==> src/rtl/evt_weight_distributor.sv <==
// -----------------------------------------------------------------------------
// evt_weight_distributor
//
// Sits between the weight event stream and the slice stream inputs. In
// distribution mode it injects an engine header, waits for the first spike,
// replaces it with a time barrier, then sends an engine barrier and a weight
// header to every enabled slice. After that it deals weight words round-robin,
// in bursts, across the (possibly non-contiguous) slice mask until every
// enabled slice has received threshold words. In transparent mode the input
// is broadcast unchanged to the slices selected by enable_i.
//
// Event word layout (32 bit):
//   spike / barrier : [31:28] op, [27:24] cid, [23:16] yid, [15:8] xid, [7:0] unused
//   header          : [31:28] EVT_HDR, [27:24] gdst, [23:20] ldst,
//                     [19:16] option, [15:0] length
//
// Ports
//   clk_i, rst_ni     clock, asynchronous active-low reset
//   module_enable_i   1: distribution mode, 0: transparent broadcast
//   enable_i          slice mask
//   threshold_i       weight words per slice
//   burst_len_i       words per slice turn (0 behaves as 1)
//   wgt_length_i      length field of the generated weight header
//   flush_i           abort the sequence, back to IDLE
//   busy_o            FSM not in IDLE
//   done_o            one-cycle pulse when distribution completes
//   cur_slice_o       slice being fed in DISTRIBUTE, 0 otherwise
//   evt_dst_*         input weight stream (valid/ready/data)
//   evt_src_*         per-slice output valid/ready, shared output data bus
// -----------------------------------------------------------------------------
module evt_weight_distributor #(
   parameter int SLICE_NUMBER  = 8,
   parameter int MAX_THRESHOLD = 256,
   parameter int MAX_BURST     = 8,
   localparam int TW = $clog2(MAX_THRESHOLD + 1),
   localparam int BW = $clog2(MAX_BURST + 1),
   localparam int SW = $clog2(SLICE_NUMBER)
) (
   input  logic                    clk_i,
   input  logic                    rst_ni,
   input  logic                    module_enable_i,
   input  logic [SLICE_NUMBER-1:0] enable_i,
   input  logic [TW-1:0]           threshold_i,
   input  logic [BW-1:0]           burst_len_i,
   input  logic [15:0]             wgt_length_i,
   input  logic                    flush_i,
   output logic                    busy_o,
   output logic                    done_o,
   output logic [SW-1:0]           cur_slice_o,
   input  logic                    evt_dst_valid,
   output logic                    evt_dst_ready,
   input  logic [31:0]             evt_dst_data,
   output logic [SLICE_NUMBER-1:0] evt_src_valid,
   input  logic [SLICE_NUMBER-1:0] evt_src_ready,
   output logic [31:0]             evt_src_data
);

   localparam logic [3:0] EVT_SPIKE  = 4'h1;
   localparam logic [3:0] EVT_SYNCH  = 4'h2;
   localparam logic [3:0] EVT_EOP    = 4'h3;
   localparam logic [3:0] EVT_HDR    = 4'hF;
   localparam logic [3:0] DST_ENGINE = 4'h1;
   localparam logic [3:0] DST_MEMORY = 4'h2;
   localparam int         WW         = TW + BW;

   typedef enum logic [2:0] {
      IDLE, ENG_HDR, WAIT_SPIKE, TIME_BARRIER, ENG_BARRIER, WGT_HDR, DISTRIBUTE, DONE
   } state_t;

   function automatic logic [31:0] make_hdr(input logic [3:0] gdst, input logic [15:0] len);
      make_hdr = {EVT_HDR, gdst, 4'h0, 4'h0, len};
   endfunction

   function automatic logic [SW-1:0] lowest_bit(input logic [SLICE_NUMBER-1:0] m);
      lowest_bit = '0;
      for (int i = SLICE_NUMBER - 1; i >= 0; i--) begin
         if (m[i]) lowest_bit = SW'(i);
      end
   endfunction

   function automatic logic [SLICE_NUMBER-1:0] bits_above(input logic [SLICE_NUMBER-1:0] m,
                                                          input logic [SW-1:0] c);
      for (int i = 0; i < SLICE_NUMBER; i++) begin
         bits_above[i] = m[i] && (i > int'(c));
      end
   endfunction

   state_t                  state_q, state_d;
   logic [SLICE_NUMBER-1:0] en_q, en_d;
   logic [TW-1:0]           thr_q, thr_d;
   logic [BW-1:0]           burst_q, burst_d;
   logic [15:0]             wlen_q, wlen_d;
   logic [TW-1:0]           base_q, base_d;
   logic [BW-1:0]           beat_q, beat_d;
   logic [SW-1:0]           cur_q, cur_d;
   logic [SLICE_NUMBER-1:0] acked_q, acked_d;

   logic [SLICE_NUMBER-1:0] sel;
   logic                    out_v;
   logic [31:0]             out_data;
   logic                    fork_done;
   logic                    hs;
   logic                    is_spike;

   // burst bookkeeping, compared in a width wide enough for both counters
   logic [TW-1:0]           rem;
   logic [WW-1:0]           rem_w, burst_w, bsz_w, beat_nxt_w;
   logic [TW-1:0]           base_nxt;
   logic                    burst_last, seq_last;
   logic [SLICE_NUMBER-1:0] above;

   assign is_spike   = (evt_dst_data[31:28] == EVT_SPIKE);
   assign rem        = thr_q - base_q;
   assign rem_w      = {{BW{1'b0}}, rem};
   assign burst_w    = {{TW{1'b0}}, burst_q};
   assign bsz_w      = (burst_w < rem_w) ? burst_w : rem_w;
   assign beat_nxt_w = {{TW{1'b0}}, beat_q} + WW'(1);
   assign burst_last = (beat_nxt_w == bsz_w);
   assign base_nxt   = base_q + bsz_w[TW-1:0];
   assign seq_last   = (base_nxt == thr_q);
   assign above      = bits_above(en_q, cur_q);

   // Output selection and payload; independent of the handshake result.
   always_comb begin
      sel      = '0;
      out_v    = 1'b0;
      out_data = evt_dst_data;
      unique case (state_q)
         IDLE: begin
            if (!module_enable_i) begin
               sel   = enable_i;
               out_v = evt_dst_valid && (|enable_i);
            end
         end
         ENG_HDR: begin
            sel      = en_q;
            out_v    = 1'b1;
            out_data = make_hdr(DST_ENGINE, 16'hFFFF);
         end
         WAIT_SPIKE: begin
            sel   = en_q;
            out_v = evt_dst_valid && !is_spike;
         end
         TIME_BARRIER: begin
            sel      = en_q;
            out_v    = 1'b1;
            out_data = {EVT_SYNCH, 28'h0};
         end
         ENG_BARRIER: begin
            sel      = en_q;
            out_v    = 1'b1;
            out_data = {EVT_EOP, 28'h0};
         end
         WGT_HDR: begin
            sel      = en_q;
            out_v    = 1'b1;
            out_data = make_hdr(DST_MEMORY, wlen_q);
         end
         DISTRIBUTE: begin
            sel   = SLICE_NUMBER'(1) << cur_q;
            out_v = evt_dst_valid;
         end
         default: ;
      endcase
   end

   // Dynamic fork: a slice that has already taken the current event is masked
   // off until every selected slice has accepted it.
   assign fork_done     = &(~sel | acked_q | evt_src_ready);
   assign evt_src_valid = sel & ~acked_q & {SLICE_NUMBER{out_v}};
   assign evt_src_data  = out_data;
   assign hs            = out_v && fork_done;

   always_comb begin
      state_d       = state_q;
      en_d          = en_q;
      thr_d         = thr_q;
      burst_d       = burst_q;
      wlen_d        = wlen_q;
      base_d        = base_q;
      beat_d        = beat_q;
      cur_d         = cur_q;
      acked_d       = hs ? '0 : (acked_q | (evt_src_valid & evt_src_ready));
      evt_dst_ready = 1'b0;

      unique case (state_q)
         IDLE: begin
            if (!module_enable_i) begin
               evt_dst_ready = (|enable_i) && fork_done;
            end else if (evt_dst_valid && (|enable_i)) begin
               state_d = ENG_HDR;
               en_d    = enable_i;
               thr_d   = threshold_i;
               burst_d = (burst_len_i == '0) ? BW'(1) : burst_len_i;
               wlen_d  = wgt_length_i;
            end
         end
         ENG_HDR: if (hs) state_d = WAIT_SPIKE;
         WAIT_SPIKE: begin
            if (evt_dst_valid && is_spike) begin
               // the spike itself is swallowed and replaced by the time barrier
               evt_dst_ready = 1'b1;
               state_d       = TIME_BARRIER;
            end else begin
               evt_dst_ready = fork_done;
            end
         end
         TIME_BARRIER: if (hs) state_d = ENG_BARRIER;
         ENG_BARRIER:  if (hs) state_d = WGT_HDR;
         WGT_HDR: begin
            if (hs) begin
               state_d = (thr_q == '0) ? DONE : DISTRIBUTE;
               cur_d   = lowest_bit(en_q);
               base_d  = '0;
               beat_d  = '0;
            end
         end
         DISTRIBUTE: begin
            evt_dst_ready = fork_done;
            if (hs) begin
               if (!burst_last) begin
                  beat_d = beat_q + BW'(1);
               end else if (|above) begin
                  cur_d  = lowest_bit(above);
                  beat_d = '0;
               end else if (seq_last) begin
                  state_d = DONE;
               end else begin
                  base_d = base_nxt;
                  cur_d  = lowest_bit(en_q);
                  beat_d = '0;
               end
            end
         end
         DONE: begin
            state_d = IDLE;
            en_d    = '0;
            thr_d   = '0;
            burst_d = '0;
            wlen_d  = '0;
            base_d  = '0;
            beat_d  = '0;
            cur_d   = '0;
         end
         default: state_d = IDLE;
      endcase

      if (flush_i) begin
         state_d = IDLE;
         en_d    = '0;
         thr_d   = '0;
         burst_d = '0;
         wlen_d  = '0;
         base_d  = '0;
         beat_d  = '0;
         cur_d   = '0;
         acked_d = '0;
      end
   end

   always_ff @(posedge clk_i or negedge rst_ni) begin
      if (!rst_ni) begin
         state_q <= IDLE;
         en_q    <= '0;
         thr_q   <= '0;
         burst_q <= '0;
         wlen_q  <= '0;
         base_q  <= '0;
         beat_q  <= '0;
         cur_q   <= '0;
         acked_q <= '0;
      end else begin
         state_q <= state_d;
         en_q    <= en_d;
         thr_q   <= thr_d;
         burst_q <= burst_d;
         wlen_q  <= wlen_d;
         base_q  <= base_d;
         beat_q  <= beat_d;
         cur_q   <= cur_d;
         acked_q <= acked_d;
      end
   end

   assign busy_o      = (state_q != IDLE);
   assign done_o      = (state_q == DONE);
   assign cur_slice_o = (state_q == DISTRIBUTE) ? cur_q : '0;

endmodule

==> config.mk <==
export PLATFORM = sky130hd
export DESIGN_NAME = evt_weight_distributor
export DESIGN_NICKNAME = d
export VERILOG_FILES = /design/src/rtl/evt_weight_distributor.sv
export SDC_FILE = /design/constraint.sdc
export NUM_CORES = 1
export LEC_CHECK = 0
export ABC_CLOCK_PERIOD_IN_PS = 6870
export CAP_MARGIN = 5
export CORE_UTILIZATION = 50
export CTS_BUF_LIST = sky130_fd_sc_hd__clkbuf_16
export CTS_CLUSTER_DIAMETER = 100
export DETAILED_ROUTE_END_ITERATION = 10
export PLACE_DENSITY = 0.91
export SYNTH_ARGS = -nofsm -noshare
export SYNTH_HDL_FRONTEND = slang
export SYNTH_SLANG_ARGS = --single-unit
==> constraint.sdc <==
create_clock -name clk_i -period 6.87 [get_ports clk_i]
set_input_delay 1.374 -clock clk_i [delete_from_list [all_inputs] [get_ports clk_i]]
set_output_delay 1.374 -clock clk_i [all_outputs]
set_load 0.01 [all_outputs]
==> impl_results.md, run 1 <==
- Reg-to-reg slack, setup: 0.65 ns
- Antenna violations before repair: 0
- Post-synth ARST share: 1.00
- Slowest-stage cell, CP: or4_4
- Post-CTS Setup Inserts: 0
- Fin nets: between 800 and 900
- Leakage power: 0.00302 µW
- Fillers: 765
- Critical path type: reg -> reg
- Worst path most repeated cell: inv_1
- Vias in the first global route: 5545
- Core Util, Final: 0.686
- DRC viols: 0
- I/O pin count: 128
- Rel. slew slack: 0.232
- Maxcap violations: 0
- Seq/Total Area, Yosys: 0.307
- CP Capture Type: register
- Worst-Skew Late Latency: approximately 0.33 ns
- Fmax: roughly 0.16 GHz
- Clk sinks: 64
- Initial DRC Count: about 300
- Hold Path Class: reg -> reg
- Critical Path Source Type: register
- CP Data Arrival Time: about 6.4 ns
- Critical path's top delay family: simple AND/OR/NAND/NOR gates
- Synth top area cells: dfrtp_1 (31%), nand2_1 (7.9%), ha_1 (6.5%), o21ai_0 (5.6%), a22o_1 (3.7%)
- H-tree depth: 3
- Wire per inst: roughly 17 µm
- Mapped cell area: roughly 5200 µm²
- Gr usage total: 0.291
- # diodes: 0
- Pwr/cell area: between 200 and 300 nW/µm²
- Max clock buf depth: 2
- Critical Path Max Stage Delay: ~0.56 ns
- Layout area overhead: 30.9%
- Setup TNS: 0 ns
- Top_reg_cell synth: dfrtp_1
- CTS tree: done
- RSZ-0062 raised after global routing: no
- Avg Vias per Cell: 5.99
- Clock Skews: around 0.006 ns
- Fin crit share: 0.905
- Synth Register Bits: 64
- Die height: 104 µm
- Worst path required time: ~7.1 ns
- First-pass GRT wire length: 25800 µm
- Detail Route Antenna Nets: 0
- Routability cong.: a little under 0.9
- Synth warn: 0
- Synth top area share: 0.307
- Status: finished clean
- Synth area leader: dfrtp_1
- Final HPWL DP: 11500 µm
- PortBufs: 127
- Gate Count Post-Synth: 645
- Core area: 9950 µm²
- Row Count: 36
- Post-synth top cells: nand2_1 (110), dfrtp_1 (64), o21ai_0 (58)
- Largest net degree at the start of global routing: 65
- Fin. Hold Viols: 0
- DIE WIDTH: ~100 µm
- Count leader, synth: nand2_1
- Max-slew violations: 0
- Maximum vdd ir drop: 246 µV
- Cts-stage hold buffer count: 0
- Final setup violation count: 0
- Power consumption: 2000 µW
- Total number of vias: 5363
- GRT overflow: 0
- Clk pin slew, worst setup/hold paths: around 0.05 ns
- Number of buffers created by CTS: 9
- Post-synth EDFFs: 0
- CP Max Fanout: 4
- Least-Margin Pin Slew: 1.15 ns
- Layout cells sized above 1: 0.0655
- Mapped Avg Cell Area: ~8.1 µm²
- Die area: between 10000 and 15000 µm²
- Initial Utilization: 0.524
- Clock root buffer: clkbuf_16
- Number of distinct library cells after synthesis: between 70 and 80
- Post-CTS sizing: 0
- Pre-antenna DRT Iters: 8
- Routed Wire Length: roughly 16000 µm
- WP buf/inv: 4
- Tmin final: 6.22 ns
==> power breakdown <==
part / switching, µW / internal [µW]
sequential: 78.1 / 425
combinational: 576 / 519
clock: 164 / 237
total: 818 / 1180
==> cell usage in the layout, fill, tap and decap left out, types with 12 or more instances in the layout <==
master and count:
a21o_1 22, a21oi_1 35, a22o_1 22, and2_1 12
clkdlybuf4s50_1 126, dfrtp_1 64, ha_1 27, inv_1 27
nand2_1 110, nand3_1 18, nor2_1 45, o21ai_0 57
==> cell families (layout without fill, tap and decap cells) <==
logic type,count (synthesis),after routing,synth area share
other cells,1,4,0.000719
compound gates,203,203,0.261
flops,64,64,0.307
mux,15,15,0.0319
buf+inv,58,173,0.0432
simple gates,254,254,0.241
fa+ha+maj,29,29,0.0725
xor+xnor,21,21,0.0420
==> per-layer routing <==
| layer | part of all wire | track usage |
|---|---|---|
| met5 | 0 | 0 |
| met4 | 0.029 | 0.128 |
| met3 | 0.067 | 0.0670 |
| met2 | 0.50 | 0.508 |
| met1 | 0.40 | 0.341 |
==> metrics by stage <==
stage / setup WS [ns] / instance area [µm²] / hold slack, ns / instances
after CTS: 0.694 / 6830 / 0.483 / 896
after detailed placement: 0.711 / 6570 / 0.472 / 880
final: 0.651 / 6830 / 0.480 / 896
after floorplan: 1.38 / 5220 / 0.451 / 648
after global placement: 0.978 / 6570 / 0.462 / 880
after global routing: 0.204 / 6830 / 0.512 / 896
==> layout make-up <==
class	count	area (µm²)	area share
clock buffers	9	225	0.0330
multi-input cells	526	3410	0.499
well taps	133	166	0.0244
flip-flops and latches	64	1600	0.235
inverters	26	97.6	0.0143
clock inverters	7	30.0	0.00440
repair buffers	131	1300	0.190
==> worst register-to-register path: cells and delay by family (launching register included) <==
kind                     cells  cell delay [ns]
flip-flops                   1             0.43
XOR/XNOR                     2             0.54
multiplexers                 1             0.30
AO/OA/AOI/OAI                8             1.67
adder cells (fa/ha/maj)      3             0.77
AND/OR/NAND/NOR              7             1.99
buffers and inverters        4             0.39
==> worst paths after layout <==
check / start / endpoint / cells past startpoint
hold reg to reg: wlen_q[3] / wlen_q[3] / 2
setup reg to reg: base_q[1] / state_q[0] / 25
min in group asynchronous: rst_ni / acked_q[6] / 2
hold / removal: wlen_q[3] / wlen_q[3] / 2
max in group asynchronous: rst_ni / wlen_q[0] / 2
setup / recovery: base_q[1] / state_q[0] / 25
==> sequential cells by signal, summed over array words and instances, names as in the netlist <==
name / cells
acked_q: 8
base_q: 9
beat_q: 4
burst_q: 4
cur_q: 3
en_q: 8
state_q: 3
thr_q: 9
wlen_q: 16
(Power assumes the default switching activity.)
==> inputs of run 2 (changes only) <==
==> config.mk (replaced) <==
export PLATFORM = sky130hd
export DESIGN_NAME = evt_weight_distributor
export DESIGN_NICKNAME = d
export VERILOG_FILES = /design/src/rtl/evt_weight_distributor.sv
export SDC_FILE = /design/constraint.sdc
export NUM_CORES = 1
export LEC_CHECK = 0
export ABC_CLOCK_PERIOD_IN_PS = 5000
export CORE_UTILIZATION = 46
export CTS_BUF_LIST = sky130_fd_sc_hd__clkbuf_16
export CTS_CLUSTER_DIAMETER = 100
export DETAILED_ROUTE_END_ITERATION = 10
export PLACE_DENSITY = 0.88
export SYNTH_ARGS = -nofsm -noshare
export SYNTH_HDL_FRONTEND = slang
export SYNTH_SLANG_ARGS = --single-unit
==> constraint.sdc (replaced) <==
create_clock -name clk_i -period 5 [get_ports clk_i]
set_input_delay 1 -clock clk_i [delete_from_list [all_inputs] [get_ports clk_i]]
set_output_delay 1 -clock clk_i [all_outputs]
set_load 0.01 [all_outputs]
==> impl_results.md, run 2 (same netlist as run 1, synthesis figures left out) <==
- Routability cong.: ~0.91
- Die height: 108 µm
- Status: complete, but fails checks
- Critical Path Source Type: register
- CP Data Arrival Time: roughly 5.8 ns
- Placed Cells: between 900 and 1k
- GRT overflow: 0
- RR Endpoint: state_q[0]
- Final setup violation count: 18
- H-tree depth: 3
- Number of flip-flops in the largest register: 16
- Core area: roughly 11000 µm²
- Total number of vias: about 5.7k
- Largest registers: wlen_q: 16 flops, base_q: 9 flops, thr_q: 9 flops
- PortBufs: between 100 and 150
- Vias in the first global route: just under 6k
- Number of buffers created by CTS: 9
- Largest net degree at the start of global routing: 65
- Max clock buf depth: 2
- Detail Route Antenna Nets: 0
- Most frequent cells in the layout: clkdlybuf4s50_1 (126), nand2_1 (110), buf_4 (71)
- Final worst slack: -0.535 ns
- Critical path type: reg -> reg
- Crit path capture: state_q[0]
- Hold Path Class: reg -> reg
- Fin crit share: 1.11
- CP Max Fanout: 4
- Fmax: roughly 0.18 GHz
- Failing checks: setup timing
- Rel. slew slack: 0.252
- Antenna violations before repair: 0
- Initial DRC Count: about 370
- Cts-stage hold buffer count: 0
- Routed Wire Length: 16800 µm
- Non-Filler Instances: between 900 and 1k
- Reg-to-reg slack, setup: -0.54 ns
- Pre-antenna DRT Iters: 6
- Avg Vias per Cell: around 5.9
- Worst path most repeated cell: o21ai_2
- Post-Place Setup Slack: -0.440 ns
- Max-slew violations: 0
- Pwr/cell area: a little over 400 nW/µm²
- Top reg by flops: wlen_q
- CTS tree: done
- I/O pin count: 128
- Worst path required time: around 5.2 ns
- Commonest non-fill, non-tap cell in the layout: clkdlybuf4s50_1
- First-pass GRT wire length: around 27000 µm
- Leakage power: approximately 0.0034 µW
- Fillers: approximately 800
- CP Launch Point: thr_q[2]
- Layout area overhead: 47.1%
- Clock Skews: slightly above 0.006 ns
- Layout cells sized above 1: 0.186
- Clock root buffer: clkbuf_16
- Fin. Hold Viols: 0
- Wire per inst: approximately 17 µm
- Slowest-stage cell, CP: or4_4
- Maximum vdd ir drop: roughly 340 µV
- R2R depth: 25
- Die area: ~12000 µm²
- CP Capture Type: register
- Tmin final: 5.54 ns
- Row Count: 38
- Reg-to-reg startpoint: thr_q[2]
- DIE WIDTH: about 110 µm
- RSZ-0062 raised after global routing: yes
- Clk sinks: 64
- Gr usage total: 0.297
- Final HPWL DP: approximately 12000 µm
- Clk pin slew, worst setup/hold paths: about 0.060 ns
- Critical Path Max Stage Delay: between 0.5 and 0.6 ns
- # diodes: 0
- Initial Utilization: 0.477
- Worst-Skew Late Latency: roughly 0.33 ns
- Fin nets: around 940
- Least-Margin Pin Slew: 1.12 ns
- Maxcap violations: 0
- DRC viols: 0
-- run 2: per-stage QoR --
step	instance area, µm²	power [µW]	utilization	TNS (ns)	hold slack (ns)
after floorplan	5270	1600	-	-0.806	0.451
after global placement	7010	2220	0.641	-2.26	0.462
after detailed placement	7010	2270	0.641	-5.51	0.472
after CTS	7580	3070	0.693	-4.85	0.484
after global routing	7670	3290	0.701	-10.24	0.515
final	7670	3120	0.701	-6.94	0.482
-- run 2: layout make-up --
| cell class | count | area [µm²] | area share |
|---|---|---|---|
| clock inverters | 7 | 110 | 0.0144 |
| multi-input cells | 526 | 3620 | 0.473 |
| clock buffers | 9 | 225 | 0.0294 |
| flip-flops and latches | 64 | 1600 | 0.209 |
| repair buffers | 201 | 1830 | 0.239 |
| well taps | 140 | 175 | 0.0228 |
| inverters | 26 | 97.6 | 0.0127 |
-- run 2: how the worst min path moves through the flow --
stage                          from        end  slack [ns]  depth (start not counted)
after floorplan           wlen_q[0]  wlen_q[0]        0.45                          2
after global placement    wlen_q[5]  wlen_q[5]        0.46                          2
after detailed placement  wlen_q[2]  wlen_q[2]        0.47                          2
after CTS                 wlen_q[2]  wlen_q[2]        0.48                          2
after global routing      wlen_q[4]  wlen_q[4]        0.51                          2
final                     wlen_q[2]  wlen_q[2]        0.48                          2
-- run 2: power by group --
| group | switching, µW | internal [µW] | total [µW] |
|---|---|---|---|
| Combinational | 874 | 846 | 1720 |
| Sequential | 99.7 | 584 | 684 |
| Clock | 232 | 482 | 714 |
| Total | 1210 | 1910 | 3120 |
-- run 2: worst max-delay path: cells and delay by family, from the launching register on --
kind / cells / cell delay, ns
xor gates and xnor gates: 2 / 0.42
and+or+nand+nor: 7 / 1.95
muxes: 1 / 0.31
buffers and inverters: 3 / 0.18
adders and majority gates: 4 / 0.97
AOI/OAI and AO/OA: 8 / 1.18
DFF: 1 / 0.40
-- run 2: layer usage --
metal  track usage  up-vias  wire [µm]
met5             0        -          0
met4         0.126        0        653
met3        0.0669       62       1140
met2         0.535      266       8650
met1         0.333     2721       6380
li1              -     2678          -
-- run 2: timing repair --
| item | in CTS | in global routing |
|---|---|---|
| buffers inserted | 12 | 8 |
| pin swaps | 15 | 14 |
| setup endpoints to repair | 18 | 19 |
| endpoints found under the hold margin | 0 | 0 |
| gates resized for setup | 28 | 7 |
==> inputs of run 3 (changes only) <==
--- a/config.mk
+++ b/config.mk
@@ -10,7 +10,7 @@
 export CTS_BUF_LIST = sky130_fd_sc_hd__clkbuf_16
 export CTS_CLUSTER_DIAMETER = 100
 export DETAILED_ROUTE_END_ITERATION = 10
-export PLACE_DENSITY = 0.88
+export PLACE_DENSITY = 0.78
 export SYNTH_ARGS = -nofsm -noshare
 export SYNTH_HDL_FRONTEND = slang
 export SYNTH_SLANG_ARGS = --single-unit
==> impl_results.md, run 3 (same netlist as run 1, synthesis figures left out) <==
- Status: complete, but fails checks
- Failing checks: setup timing
- Max-slew violations: 0
- Tmin final: about 5.4 ns
- Avg Vias per Cell: 5.68
- Clk pin slew, worst setup/hold paths: approximately 0.060 ns
- Fin nets: around 940
- Fin. Hold Viols: 0
- Die area: roughly 12000 µm²
- Initial Utilization: 0.477
- Most frequent cells in the layout: clkdlybuf4s50_1 (126), nand2_1 (109), buf_4 (69)
- Switch Pwr: ~1200 µW
- Maximum vdd ir drop: approximately 270 µV
- Clock root buffer: clkbuf_16
- Critical Path Max Stage Delay: roughly 0.56 ns
- Final setup violation count: 18
- GRT overflow: 0
- CP Capture Type: register
- Row Count: 38
- Critical path's top delay family: simple AND/OR/NAND/NOR gates
- Largest net degree at the start of global routing: 65
- # diodes: 0
- CP Max Fanout: 4
- DRC viols: 0
- R2R depth: 25
- CTS tree: done
- H-tree depth: 3
- Final HPWL DP: ~12000 µm
- Post-route design area: between 7000 and 8000 µm²
- Rel. slew slack: 0.274
- Clk sinks: 64
- Final worst slack: -0.444 ns
- Fmax: ~0.18 GHz
- Maxcap violations: 0
- DIE WIDTH: ~110 µm
- Largest registers: wlen_q: 16 flops, base_q: 9 flops, thr_q: 9 flops
- Number of flip-flops in the largest register: 16
- Routed Wire Length: between 15000 and 20000 µm
- Gr usage total: 0.277
- Least-Margin Pin Slew: 1.09 ns
- Vias in the first global route: 5540
- Leakage power: around 0.0034 µW
- Detail Route Antenna Nets: 0
- Antenna violations before repair: 0
- Commonest non-fill, non-tap cell in the layout: clkdlybuf4s50_1
- Dpl cell area: 7050 µm²
- WP buf/inv: 3
- Clock power frac: 0.220
- Layout cells sized above 1: 0.197
- PortBufs: 127
- Worst path most repeated cell: o21ai_2
- Crit path depth: 25
- Clock Skews: ~0.0067 ns
- Internal Power: ~1900 µW
- Fin crit share: 1.09
- Number of buffers created by CTS: 9
- Pre-antenna DRT Iters: 5
- Initial DRC Count: around 300
- Hold Path Class: reg -> reg
- Total number of vias: 5525
- Comb power frac: 0.559
- Placed Cells: about 940
- RSZ-0062 raised after global routing: yes
- Max clock buf depth: 2
- Core area: 10900 µm²
- Non-Filler Instances: between 900 and 1k
- Routability cong.: approximately 0.95
- First-pass GRT wire length: around 26000 µm
- Die height: between 100 and 150 µm
- Wire per inst: around 16 µm
- Cts-stage hold buffer count: 0
- Critical path type: reg -> reg
- Sequential Power Share: 0.221
- Layout area overhead: 47.4%
- Slowest-stage cell, CP: or4_4
- Top reg by flops: wlen_q
- Worst path required time: approximately 5.2 ns
- Pwr/cell area: about 400 nW/µm²
- I/O pin count: 128
- Critical Path Source Type: register
- Worst-Skew Late Latency: 0.33 ns
- CP Data Arrival Time: approximately 5.7 ns
- Switching power share of the total: 0.387
- Hold path cells: 2
-- run 3: cell types whose count changed in the layout (fill, tap and decap cells not counted), moves of 2 or more --
| cell | previous run | this run |
|---|---|---|
| clkinv_1 | 2 | 0 |
| buf_4 | 71 | 69 |
| a21oi_1 | 34 | 32 |
| a21oi_2 | 2 | 4 |
-- run 3: layout make-up --
type | count | area, µm²
well taps | 140 | 175
clock inverters | 7 | 95.1
clock buffers | 9 | 225
inverters | 26 | 97.6
flip-flops and latches | 64 | 1600
repair buffers | 200 | 1830
fillers | 851 | 3250
multi-input cells | 526 | 3660
-- run 3: timing repair --
item | 4_1_cts | 5_1_grt
cloned | 0 | 0
gates resized for setup | 22 | 22
hold endpoints to repair | 0 | 0
buffers inserted | 8 | 7
pin swaps | 12 | 12
setup endpoints to repair | 18 | 18
-- run 3: final timing paths --
kind / startpoint / endpoint / slack, ns
min in group asynchronous: rst_ni / acked_q[1] / 0.85
worst max-delay path: thr_q[2] / state_q[0] / -0.44
max in group asynchronous: rst_ni / wlen_q[1] / 3.60
worst max register to register: thr_q[2] / state_q[0] / -0.44
worst min-delay path: wlen_q[1] / wlen_q[1] / 0.48
worst min register to register: wlen_q[1] / wlen_q[1] / 0.48
-- run 3: per-layer routing --
layer	routed length (µm)	global-route usage	vias up
li1	-	-	2670
met1	6620	0.336	2616
met2	7990	0.481	201
met3	873	0.0518	38
met4	452	0.114	0
met5	0	0	-
-- run 3: power by group through the flow --
| stage | Combinational (µW) | Sequential [µW] | Clock, µW |
|---|---|---|---|
| after detailed placement | 1610 | 678 | 0 |
| final | 1710 | 674 | 673 |
| after global routing | 1850 | 686 | 706 |
| after floorplan | 954 | 650 | 0 |
| after global placement | 1570 | 674 | 0 |
| after CTS | 1660 | 671 | 682 |
-- run 3: worst min-delay path: stages, from the launching register on --
cell	delay, ns
dfrtp_1	0.34
nand2_1	0.05
o21ai_0	0.06
-- run 3: stage by stage --
| step | power (µW) | TNS [ns] | setup slack [ns] | utilization | hold slack (ns) |
|---|---|---|---|---|---|
| global placement | 2250 | -2.40 | -0.240 | 0.644 | 0.465 |
| detailed placement | 2290 | -4.79 | -0.416 | 0.644 | 0.471 |
| CTS | 3010 | -3.89 | -0.417 | 0.689 | 0.484 |
| finish | 3050 | -6.28 | -0.444 | 0.703 | 0.481 |
| floorplan | 1600 | -0.806 | -0.261 | - | 0.451 |
| global route | 3240 | -10.66 | -0.685 | 0.703 | 0.515 |
